<file path="config.mk">
export PLATFORM = sky130hd
export DESIGN_NAME = imem_dmem_port_arbiter
export DESIGN_NICKNAME = d
export VERILOG_FILES = /design/src/rtl/imem_dmem_port_arbiter.sv
export SDC_FILE = /design/constraint.sdc
export NUM_CORES = 1
export LEC_CHECK = 0
export BUFFER_PORTS_ARGS = -buffer_cell sky130_fd_sc_hd__buf_2
export CORE_AREA = 2 2 109 111
export CTS_CLUSTER_SIZE = 30
export DETAILED_ROUTE_END_ITERATION = 16
export DIE_AREA = 0 0 111 113
export PLACE_DENSITY = 0.56
export RECOVER_POWER = 25
export SLEW_MARGIN = 20
export SYNTH_ARGS = -nofsm -noshare
export SYNTH_HDL_FRONTEND = slang
export SYNTH_SLANG_ARGS = --single-unit
</file>
<file path="constraint.sdc">
create_clock -name clk -period 2.24 [get_ports clk]
set_input_delay 0.336 -clock clk [delete_from_list [all_inputs] [get_ports clk]]
set_output_delay 0.336 -clock clk [all_outputs]
set_load 0.02 [all_outputs]
</file>
<file path="src/rtl/imem_dmem_port_arbiter.sv">
// Shares one req/gnt/rvalid memory port between instruction fetch and the LSU.
// Round-robin with hold-until-granted lock; an in-order ID FIFO routes responses.
module imem_dmem_port_arbiter #(
  parameter int WORD_WIDTH      = 32,
  parameter int MAX_OUTSTANDING = 2
) (
  input  logic                                   clk,
  input  logic                                   rst_n,
  input  logic                                   instr_req_i,
  input  logic [WORD_WIDTH-1:0]                  instr_addr_i,
  output logic                                   instr_gnt_o,
  output logic                                   instr_rvalid_o,
  output logic [WORD_WIDTH-1:0]                  instr_rdata_o,
  input  logic                                   data_req_i,
  input  logic [WORD_WIDTH-1:0]                  data_addr_i,
  input  logic                                   data_we_i,
  input  logic [3:0]                             data_be_i,
  input  logic [WORD_WIDTH-1:0]                  data_wdata_i,
  output logic                                   data_gnt_o,
  output logic                                   data_rvalid_o,
  output logic [WORD_WIDTH-1:0]                  data_rdata_o,
  output logic                                   mem_req_o,
  output logic [WORD_WIDTH-1:0]                  mem_addr_o,
  output logic                                   mem_we_o,
  output logic [3:0]                             mem_be_o,
  output logic [WORD_WIDTH-1:0]                  mem_wdata_o,
  input  logic                                   mem_gnt_i,
  input  logic                                   mem_rvalid_i,
  input  logic [WORD_WIDTH-1:0]                  mem_rdata_i,
  output logic [$clog2(MAX_OUTSTANDING+1)-1:0]   outstanding_o,
  output logic                                   err_o
);

  localparam int CNT_W = $clog2(MAX_OUTSTANDING + 1);
  localparam int PTR_W = (MAX_OUTSTANDING > 1) ? $clog2(MAX_OUTSTANDING) : 1;
  localparam logic [PTR_W-1:0] PTR_LAST = PTR_W'(MAX_OUTSTANDING - 1);
  localparam logic [CNT_W-1:0] CNT_FULL = CNT_W'(MAX_OUTSTANDING);

  typedef enum logic {
    ID_INSTR = 1'b0,
    ID_DATA  = 1'b1
  } req_id_e;

  logic             lock_reg;
  req_id_e          lock_owner_reg;
  req_id_e          last_grant_reg;
  logic [PTR_W-1:0] wr_ptr_reg;
  logic [PTR_W-1:0] rd_ptr_reg;
  logic [CNT_W-1:0] count_reg;
  logic             err_reg;
  req_id_e          id_mem [MAX_OUTSTANDING];

  req_id_e          sel;
  req_id_e          head_id;
  logic             sel_req;
  logic             fifo_full;
  logic             fifo_empty;
  logic             grant;
  logic             pop;
  logic [PTR_W-1:0] wr_ptr_next;
  logic [PTR_W-1:0] rd_ptr_next;

  always_comb begin
    sel = ID_INSTR;
    if (lock_reg) begin
      sel = lock_owner_reg;
    end else if (instr_req_i && !data_req_i) begin
      sel = ID_INSTR;
    end else if (data_req_i && !instr_req_i) begin
      sel = ID_DATA;
    end else if (instr_req_i && data_req_i) begin
      sel = (last_grant_reg == ID_DATA) ? ID_INSTR : ID_DATA;
    end
  end

  // Fullness comes from the registered count so rvalid never feeds mem_req_o.
  assign fifo_full  = (count_reg == CNT_FULL);
  assign fifo_empty = (count_reg == '0);
  assign sel_req    = (sel == ID_DATA) ? data_req_i : instr_req_i;
  assign mem_req_o  = rst_n && sel_req && !fifo_full;
  assign grant      = mem_req_o && mem_gnt_i;

  assign instr_gnt_o = grant && (sel == ID_INSTR);
  assign data_gnt_o  = grant && (sel == ID_DATA);

  always_comb begin
    mem_addr_o  = '0;
    mem_we_o    = 1'b0;
    mem_be_o    = 4'h0;
    mem_wdata_o = '0;
    if (mem_req_o) begin
      if (sel == ID_DATA) begin
        mem_addr_o  = data_addr_i;
        mem_we_o    = data_we_i;
        mem_be_o    = data_be_i;
        mem_wdata_o = data_wdata_i;
      end else begin
        mem_addr_o  = instr_addr_i;
        mem_be_o    = 4'hF;
      end
    end
  end

  assign head_id        = id_mem[rd_ptr_reg];
  assign pop            = rst_n && mem_rvalid_i && !fifo_empty;
  assign instr_rvalid_o = pop && (head_id == ID_INSTR);
  assign data_rvalid_o  = pop && (head_id == ID_DATA);
  assign instr_rdata_o  = mem_rdata_i;
  assign data_rdata_o   = mem_rdata_i;
  assign outstanding_o  = count_reg;
  assign err_o          = err_reg;

  assign wr_ptr_next = (wr_ptr_reg == PTR_LAST) ? '0 : wr_ptr_reg + PTR_W'(1);
  assign rd_ptr_next = (rd_ptr_reg == PTR_LAST) ? '0 : rd_ptr_reg + PTR_W'(1);

  // ID storage carries no reset; validity is tracked entirely by count_reg.
  always_ff @(posedge clk) begin
    if (grant) begin
      id_mem[wr_ptr_reg] <= sel;
    end
  end

  always_ff @(posedge clk or negedge rst_n) begin
    if (!rst_n) begin
      lock_reg       <= 1'b0;
      lock_owner_reg <= ID_INSTR;
      last_grant_reg <= ID_DATA;
      wr_ptr_reg     <= '0;
      rd_ptr_reg     <= '0;
      count_reg      <= '0;
      err_reg        <= 1'b0;
    end else begin
      if (grant) begin
        lock_reg       <= 1'b0;
        last_grant_reg <= sel;
        wr_ptr_reg     <= wr_ptr_next;
      end else if (mem_req_o) begin
        lock_reg       <= 1'b1;
        lock_owner_reg <= sel;
      end

      if (pop) begin
        rd_ptr_reg <= rd_ptr_next;
      end

      case ({grant, pop})
        2'b10:   count_reg <= count_reg + CNT_W'(1);
        2'b01:   count_reg <= count_reg - CNT_W'(1);
        default: count_reg <= count_reg;
      endcase

      if (mem_rvalid_i && fifo_empty) begin
        err_reg <= 1'b1;
      end
    end
  end

endmodule

</file>
# After elaboration in Yosys (flattened, before gate mapping)
# Memories as Yosys holds them, arrays and structs flattened.
# Index checks and enable logic that the tools add are counted.
[classes]
n_addsub = 4
eq_ne = 3
muxes = 21
n_bitwise = 3
reduce_logical = 21
[op_table]
columns = ["cell", "n"]
rows = [
  ["$mux 32", 4],
  ["$mux 1", 14],
  ["$logic_and 1x1->1", 13],
  ["$mux 4", 2],
  ["$eq 2x2->1 const B", 2],
  ["$logic_not 1->1", 4],
  ["$pmux 2 s2", 1],
  ["$reduce_bool 2->1", 2],
  ["$not 1->1", 3],
  ["$add 1x1->1 const B", 2],
  ["$add 2x1->2 const B", 1],
  ["$eq 2x1->1 const B", 1],
  ["$logic_not 2->1", 1],
  ["$reduce_and 2->1", 1],
  ["$sub 2x1->2 const B", 1],
]
[word_totals]
ff_bits = 8
ramBits = 2
in_bits = 139
output_inout_bits = 141
elab_cells = 60
memories = 1
[mem_list]
columns = ["memory", "depth", "width", "read_ports", "rd_ports_with_merged_regs", "write_ports", "line_no", "text"]
rows = [
  ["id_mem", 2, 1, 1, 0, 1, "51", "req_id_e id_mem [MAX_OUTSTANDING];"],
]

# Depth between registers and ports, before layout
# Gate-level depths: netlist of the first run.
[logic_depth]
ltp_word = 11
ltp_mapped = 8
mapped_depth_nobuf = 7

# Least setup slack after synthesis of the first run
# No wires, ideal clock.
[synth_timing]
path_kind = "flip-flop to flip-flop"
startpoint = "register count_reg[0] (netlist: outstanding_o[0])"
endpoint = "register count_reg[1] (netlist: outstanding_o[1])"
setup_time_ps = 80
arrival_time_ps = 1766
t_required_ps = 2160
slack_ps = 394
path_stages_with_launch = 7
n_path_buf = 0
period_less_slack_ps = 1846
cell_sequence = "dfrtp_1 > nand2b_1 > o2111a_1 > nand2_1 > ha_1 > nor2_1 > xor2_1"
[synth_between]
elab_chain_len = 6
elab_cells_between_ends = 13
classes_between = "2 x add/sub; 3 x eq/ne; 1 x mux; 7 x reduce/logical"
[synth_lines]
columns = ["item", "line_no", "text"]
rows = [
  ["start, declared", "49", "logic [CNT_W-1:0] count_reg;"],
  ["start signal, assigned", "147", "2'b10: count_reg <= count_reg + CNT_W'(1);"],
  ["start signal, assigned", "148", "2'b01: count_reg <= count_reg - CNT_W'(1);"],
  ["start signal, assigned", "149", "default: count_reg <= count_reg;"],
  ["$eq 2x2->1 *", "77", "assign fifo_full = (count_reg == CNT_FULL);"],
  ["$logic_not 1->1 *", "80", "assign mem_req_o = rst_n && sel_req && !fifo_full;"],
  ["$logic_and 1x1->1 *", "80", ""],
  ["net mem_req_o", "22", "output logic mem_req_o,"],
  ["$logic_and 1x1->1 *", "81", "assign grant = mem_req_o && mem_gnt_i;"],
  ["$eq 2x1->1 / $eq 2x2->1 (equally long branches)", "146", "case ({grant, pop})"],
  ["$pmux 2 s2 / $reduce_bool 2->1 (equally long branches)", "-", ""],
]
# Mark *: on every way through the listed nets, which the timed path passes. The rest lies on a longest branch.
# A chain may end at the register's enable or synchronous reset.

# Worst setup path after layout of the first run
[layout_timing]
startpoint = "register last_grant_reg"
endpoint = "output port mem_be_o[3]"
[layout_between]
elab_chain_len = 9
elab_cells_between_ends = 10
classes_between = "8 x mux; 2 x reduce/logical"
[layout_lines]
columns = ["item", "line_no", "text"]
rows = [
  ["start, declared", "46", "req_id_e last_grant_reg;"],
  ["start signal, assigned", "135", "last_grant_reg <= sel;"],
  ["$mux 1 *", "72", "sel = (last_grant_reg == ID_DATA) ? ID_INSTR : ID_DATA;"],
  ["$mux 1 *", "71", "end else if (instr_req_i && data_req_i) begin"],
  ["$mux 1 *", "69", "end else if (data_req_i && !instr_req_i) begin"],
  ["$mux 1 *", "67", "end else if (instr_req_i && !data_req_i) begin"],
  ["$mux 1 *", "65", "if (lock_reg) begin"],
  ["$mux 1", "79", "assign sel_req = (sel == ID_DATA) ? data_req_i : instr_req_i;"],
  ["$logic_and 1x1->1 (2 in series)", "80", ""],
  ["$mux 4 *", "91", "if (mem_req_o) begin"],
  ["end, declared", "25", "output logic [3:0] mem_be_o,"],
]
# Mark *: on every way between the ends. The rest lies on a longest branch, timed or not.

==> summary.txt, run 1 <==
Logic synthesis
  • Synth top cells by count: 69 x buf_4, 41 x nand2_1, 36 x a21oi_1, 35 x and3_1, 33 x nand3_1
  • Prevailing post-synth register cell: dfrtp_1
  • Synth area leaders: buf_4 28%, and3_1 12%, a21oi_1 9.8%
  • Post-Syn Instances: 273
  • Seq/Total Area, Yosys: 14.2%
  • Mean area per synthesized cell: between 6 and 7 um^2
  • Synth unique cells: 30
  • Area leader, netlist: buf_4
  • Mapped Area: 1840 um^2
  • Synth warn: 0
  • Post-synth top area share: 28.2%
  • #FFs+latches synth: 10
  • Synth Net Count: 413
  • Async SR Flop Fraction: about 80%
  • Most frequent cell after synthesis: buf_4
  • Post-synth EDFFs: 2

Clock tree
  • Num CTS Buffers: 3
  • Clk_lat worst skew: between 0.2 and 0.25 ns
  • # H-tree levels: 1
  • CTS tree: done
  • CTS sink count: 10
  • Clock root cell: clkbuf_16
  • Clk buf depth: 2
  • Reg clk slew, reported paths: around 0.04 ns
  • Post-CTS setup buffer count: 0

Global routing
  • Vias in the first global route: 2080
  • GR Overflow Total: 0
  • Total GRT Usage: 10.4%
  • Largest net degree at the start of global routing: 72
  • Initial antenna violation count: 1
  • First-pass GRT wire length: 10.7 mm

STA
  • Worst-margin pin slew: 0.401 ns
  • Setup-failing EPs final: 0
  • RSZ-0062 raised after global routing: yes
  • Clk_skew: 0.00362 ns
  • Final period util: a little over nine tenths
  • Max-slew violations: 0
  • Post-route setup TNS: 0 ns
  • Final worst path period need: roughly 2.1 ns
  • Final Hold Fails: 0
  • Max-slew headroom: 73.3%
  • Min Hold Slack: 0.102 ns
  • Max Fclk: between 400 and 500 MHz

Critical path
  • Worst Setup End Kind: output port
  • Startpoint types: flip-flop
  • CP max FO: 17
  • Setup Crit Path Kind: reg2out
  • R2R cell count: 6
  • Req. time, crit path: around 1.9 ns
  • Reg-to-reg endpoint: outstanding_o[1]
  • Reg2reg setup slack: 0.43 ns
  • CP Data Arrival Time: 1.80 ns
  • Crit Reg-Reg Startpoint: lock_reg

Route
  • DR vias: 2231
  • Residual DRC: 0
  • Iteration-0 DRC Markers: 60
  • Final ANT Viol Nets: 0
  • Router iterations before antenna repair: 4
  • DR vias/cell: 4.26
  • DRT Wirelength: 7.46 mm
  • Routed WL per cell: 14.2 um

Power and ir drop
  • Leak Pwr: about 1.5 nW
  • Pwr/cell area: 1080 nW/um^2
  • Peak supply drop: 309 uV
  • Overall Power: 2.68 mW

Place
  • Placed Area: ~2400 um^2
  • Placed Instances: 518
  • IO Port Bufs: between 150 and 200
  • Final GP Congestion: 0.745
  • Post-DP HPWL: 5.83 mm

Die
  • Core Region: 11300 um^2
  • Die ar.: 12500 um^2
  • Die X: 111 um
  • # IOs: 280
  • Core Rows: 39
  • Vert. Die Dim: 113 um
  • Initial Utilization: 16.3%

Outcome
  • Outcome: complete, no violations

Finish
  • Layout area overhead: 35.4%
  • Fillers: roughly 1.3k
  • Non-Filler Cell Area, Final: 2490 um^2
  • Post-Layout Cell Count: 524
  • Layout cells sized above 1: a little over half
  • Final Net Count: 522
  • ANT cells: 0

Run
  • Maximum Capacitance Violations: 0

Hold path
  • Hold Path Class: in2async
==> timing repair <==
action | CTS | global route
setup endpoints to repair | 10 | 21
hold buffers | 1 | 0
gates resized for setup | 5 | 8
cloned | 0 | 1
hold endpoints to repair | 2 | 0
==> logic make-up after synthesis <==
kind of cell / after synthesis / share of synthesized area [%]
and+or+nand+nor: 121 / 32.6
AOI/OAI and AO/OA: 45 / 13.3
muxes: 2 / 1.16
DFF: 10 / 14.2
buffers and inverters: 89 / 35.7
xor gates and xnor gates: 5 / 2.38
adders and majority gates: 1 / 0.680
==> critical path: stages (launching register included) <==
cell     delay (ns)
dfstp_2        0.52
and2_1         0.14
o21a_4         0.23
buf_8          0.19
nand2_2        0.13
a21oi_1        0.17
buf_2          0.18
==> routing by layer <==
layer	GRT usage, %	vias to the layer above	wire [um]
met2	18.1	128	3560
met3	1.55	29	561
met1	13.3	1003	3190
met4	3.25	0	150
li1	-	1071	-
met5	0	-	0
==> worst max path at each step <==
stage          depth (start not counted)          endpoint              from  slack (ns)
6_report                               6       mem_be_o[3]    last_grant_reg        0.10
3_3_place_gp                           6       mem_be_o[3]    last_grant_reg        0.22
5_1_grt                                6       mem_be_o[3]    last_grant_reg      -0.001
3_5_place_dp                           6     mem_addr_o[8]          lock_reg        0.18
4_1_cts                                6     mem_addr_o[8]          lock_reg        0.01
2_1_floorplan                          6  outstanding_o[1]  outstanding_o[0]        0.39
==> cell usage in the layout, fill, tap and decap left out, types with 2 or more instances in the layout <==
cell and count:
buf_2 183, nand2_1 40, and3_1 35, a21oi_1 34
nand3_1 32, dfrtp_1 7, nor2_1 6, xnor2_1 4
nand2b_1 3, o21ai_0 3, clkbuf_16 3, a21oi_2 2
edfxtp_1 2, buf_4 2, buf_12 2
==> stage by stage <==
step / utilization (%) / setup WS, ns
2_1_floorplan: - / 0.394
3_3_place_gp: 20.9 / 0.219
3_5_place_dp: 20.9 / 0.183
4_1_cts: 21.7 / 0.0111
5_1_grt: 22.1 / -0.00117
6_report: 22.1 / 0.101
==> final cells by class <==
| type | instances | area, um^2 | share of cell area (%) |
|---|---|---|---|
| Clock buffer | 3 | 75.1 | 3.01 |
| Clock inverter | 1 | 3.75 | 0.151 |
| Inverter | 2 | 20.0 | 0.804 |
| Multi-Input combinational cell | 174 | 943 | 37.9 |
| Sequential cell | 10 | 262 | 10.5 |
| Tap cell | 143 | 179 | 7.18 |
| Timing Repair Buffer | 190 | 1000 | 40.1 |
| Timing Repair inverter | 1 | 8.76 | 0.352 |
==> power breakdown <==
| group | switching [mW] | internal [mW] |
|---|---|---|
| Combinational | 1.32 | 0.699 |
| Sequential | 0.0705 | 0.271 |
| Clock | 0.0827 | 0.234 |
No activity file was read; power rests on OpenSTA's default activity.
==> run 2: changes to the inputs <==
--- a/config.mk
+++ b/config.mk
@@ -5,12 +5,12 @@
 export SDC_FILE = /design/constraint.sdc
 export NUM_CORES = 1
 export LEC_CHECK = 0
-export BUFFER_PORTS_ARGS = -buffer_cell sky130_fd_sc_hd__buf_2
 export CORE_AREA = 2 2 109 111
 export CTS_CLUSTER_SIZE = 30
 export DETAILED_ROUTE_END_ITERATION = 16
 export DIE_AREA = 0 0 111 113
-export PLACE_DENSITY = 0.56
+export DONT_BUFFER_PORTS = 1
+export PLACE_DENSITY = 0.35
 export RECOVER_POWER = 25
 export SLEW_MARGIN = 20
 export SYNTH_ARGS = -nofsm -noshare
==> run 2 against run 1 <==
Via count down 26%. Sequential power down 6.7%. Routed wire length down 12%. First-iteration DRC count down 6.7%. Sequential share of layout area up 4.1 points. Design area down 28%. Count of clock-buffer cells in the layout up 1. Clock skew down 0.0025 ns. Die area unchanged. Cell count down 30%. Flip-flop and latch count unchanged. Critical endpoint is now mem_be_o[2].
==> summary.txt, run 2 (synthesized netlist as in run 1, its figures left out) <==
Power and ir drop
  • Sw Ratio: 55.3% (+0.22 points)
  • Pwr/cell area: 1400 nW/um^2 (+30%)
  • Clock power frac: 14.1% (+2.3 points)
  • Flop pwr share: 12.7% (about the same)
  • Net Sw Power: 1.39 mW (-5.9%)
  • Leak Pwr: 0.790 nW (-46%)
  • P_int: 1.12 mW (-6.8%)
  • Combinational power share: 73.2% (-2.3 points)
  • Peak supply drop: 402 uV (+30%)

Clock tree
  • Clk buf depth: 2 (unchanged)
  • Reg clk slew, reported paths: 0.04 ns (about the same)
  • CTS sink count: 10 (unchanged)
  • CTS tree: done
  • Clock root cell: clkbuf_16
  • Num CTS Buffers: 3 (unchanged)
  • Clk_lat worst skew: 0.24 ns (about the same)
  • # H-tree levels: 1 (unchanged)

Finish
  • Commonest cells after routing, fill and taps aside: 41 x nand2_1, 35 x and3_1, 33 x nand3_1, 33 x buf_4, 26 x a21oi_1
  • ANT cells: 0 (unchanged)
  • Final Net Count: 366 (-30%)
  • Layout area overhead: -2.52%
  • Most common cell after layout, fill and taps aside: nand2_1
  • Multi-input logic area: 966 um^2 (+2.4%)
  • Layout cells sized above 1: 23.1% (-29 points)
  • Fillers: 1286 (-0.77%)
  • Layout Utilization: 15.9% (-6.2 points)
  • Register area: 262 um^2 (unchanged)
  • Post-Layout Cell Count: 368 (-30%)

Global routing
  • GRT met3 Usage: 2.09% (+0.54 points)
  • Vias in the first global route: 1548 (-26%)
  • Busiest grt layer: met2
  • First-pass GRT wire length: 9.23 mm (-14%)
  • Initial antenna violation count: 0 (-1)
  • GR Overflow Total: 0 (unchanged)
  • M2 GR Usage: 17.2% (-0.94 points)
  • Total GRT Usage: 9.32% (-1.1 points)
  • Met1 Resource Use GR: 10.5% (-2.7 points)
  • Largest net degree at the start of global routing: 72 (unchanged)

Die
  • Core Region: 11300 um^2 (unchanged)
  • Initial Utilization: 16.3% (unchanged)
  • Vert. Die Dim: 113 um (unchanged)
  • Die X: 111 um (unchanged)
  • # IOs: 280 (unchanged)
  • Die ar.: 12500 um^2 (unchanged)
  • Core Rows: 39 (unchanged)

STA
  • Post-route setup TNS: 0 ns (unchanged)
  • Max Fclk: 473 MHz (+1.1%)
  • Max-slew headroom: 68.5% (-4.7 points)
  • Final period util: 94.4% (-1.1 points)
  • Final Hold Fails: 0 (unchanged)
  • RSZ-0062 raised after global routing: no
  • Clk_skew: 0.00114 ns (-0.00248 ns)
  • Setup-failing EPs final: 0 (unchanged)
  • Final worst path period need: 2.11 ns (-0.0239 ns)
  • Worst-margin pin slew: 0.472 ns (+0.0712 ns)
  • Max-slew violations: 0 (unchanged)

Critical path
  • Startpoint types: flip-flop
  • Reg-to-reg endpoint: outstanding_o[1]
  • Req. time, crit path: 1.90 ns (about the same)
  • Reg2reg setup slack: 0.28 ns (-0.15 ns)
  • R2R cell count: 6 (unchanged)
  • CP Data Arrival Time: 1.78 ns (-0.02 ns)
  • CP max FO: 25 (+8)
  • Crit Reg-Reg Startpoint: lock_reg
  • Worst Setup End Kind: output port
  • Setup Crit Path Kind: reg2out

Route
  • DRT Wirelength: 6.55 mm (-12%)
  • Routed WL per cell: 17.8 um (+25%)
  • DR vias: 1650 (-26%)
  • Iteration-0 DRC Markers: 56 (-6.7%)
  • Final ANT Viol Nets: 0 (unchanged)
  • Router iterations before antenna repair: 4 (unchanged)
  • DR vias/cell: 4.48 (+5.3%)
  • Residual DRC: 0 (unchanged)

Hold path
  • Worst hold path depth: 1
  • Hold Path Class: in2reg
  • Min-Delay Endpoint: lock_owner_reg
  • Worst min-delay path startpoint: mem_gnt_i

Place
  • Final GP Congestion: 0.694 (-6.9%)
  • Placed Instances: 363 (-30%)
  • Post-DP HPWL: 5.03 mm (-14%)
  • IO Port Bufs: 0 (-100%)

Outcome
  • Outcome: complete, no violations

Run
  • Maximum Capacitance Violations: 0 (unchanged)
## run 2: cell types whose count changed in the layout (fill, tap and decap cells not counted), moves of 8 or more
cell	before	now
a21oi_1	34	26
buf_2	183	0
buf_4	2	33
a21oi_2	2	10
## run 2: worst max path at each step
stage | end | startpoint
final | mem_be_o[2] | last_grant_reg
after global routing | mem_be_o[1] | last_grant_reg
after CTS | mem_be_o[2] | last_grant_reg
after detailed placement | mem_addr_o[16] | lock_reg
after global placement | mem_addr_o[0] | lock_reg
after floorplan | outstanding_o[1] | outstanding_o[0]
## run 2: power by group through the flow
stage	clock [mW]	combinational, mW	sequential, mW
after floorplan	0	1.58	0.352
after global placement	0	1.77	0.317
after detailed placement	0	1.80	0.321
after CTS	0.362	1.86	0.318
after global routing	0.369	2.01	0.326
final	0.354	1.84	0.318
## run 2: metal layers
| metal | part of all wire [%] | up-vias |
|---|---|---|
| met5 | 0 | - |
| met4 | 2.0 | 0 |
| met3 | 8.3 | 25 |
| met2 | 53 | 114 |
| met1 | 37 | 750 |
| li1 | - | 761 |
## run 2: timing repair
| item | 4_1_cts | 5_1_grt |
|---|---|---|
| endpoints found under the setup margin | 19 | 7 |
| hold buffers | 1 | 0 |
| endpoints found under the hold margin | 8 | 0 |
| buffers inserted | 0 | 0 |
| resized for setup | 13 | 2 |
## run 2: final cells by class
class,instances,share of cell area (%)
multi-input combinational,174,53.9
timing repair buffer,35,15.5
sequential,10,14.6
tap,143,9.98
clock buffer,4,4.95
inverter,2,1.12
## run 2: critical path, stage by stage, from the launching register on
cell     delay [ns]
dfstp_2        0.52
and2_1         0.14
o21a_4         0.19
buf_12         0.19
nand2_1        0.16
a21oi_1        0.17
buf_4          0.16
## run 2: stage by stage
stage          hold slack (ns)  setup WS [ns]  area (um^2)  power, mW
3_5_place_dp            0.0406          0.173         1640       2.12
4_1_cts                  0.193         0.0815         1780       2.54
2_1_floorplan           0.0404          0.394         1840       1.93
3_3_place_gp            0.0406          0.231         1640       2.08
5_1_grt                  0.203         0.0398         1790       2.71
6_report                 0.194          0.125         1790       2.51
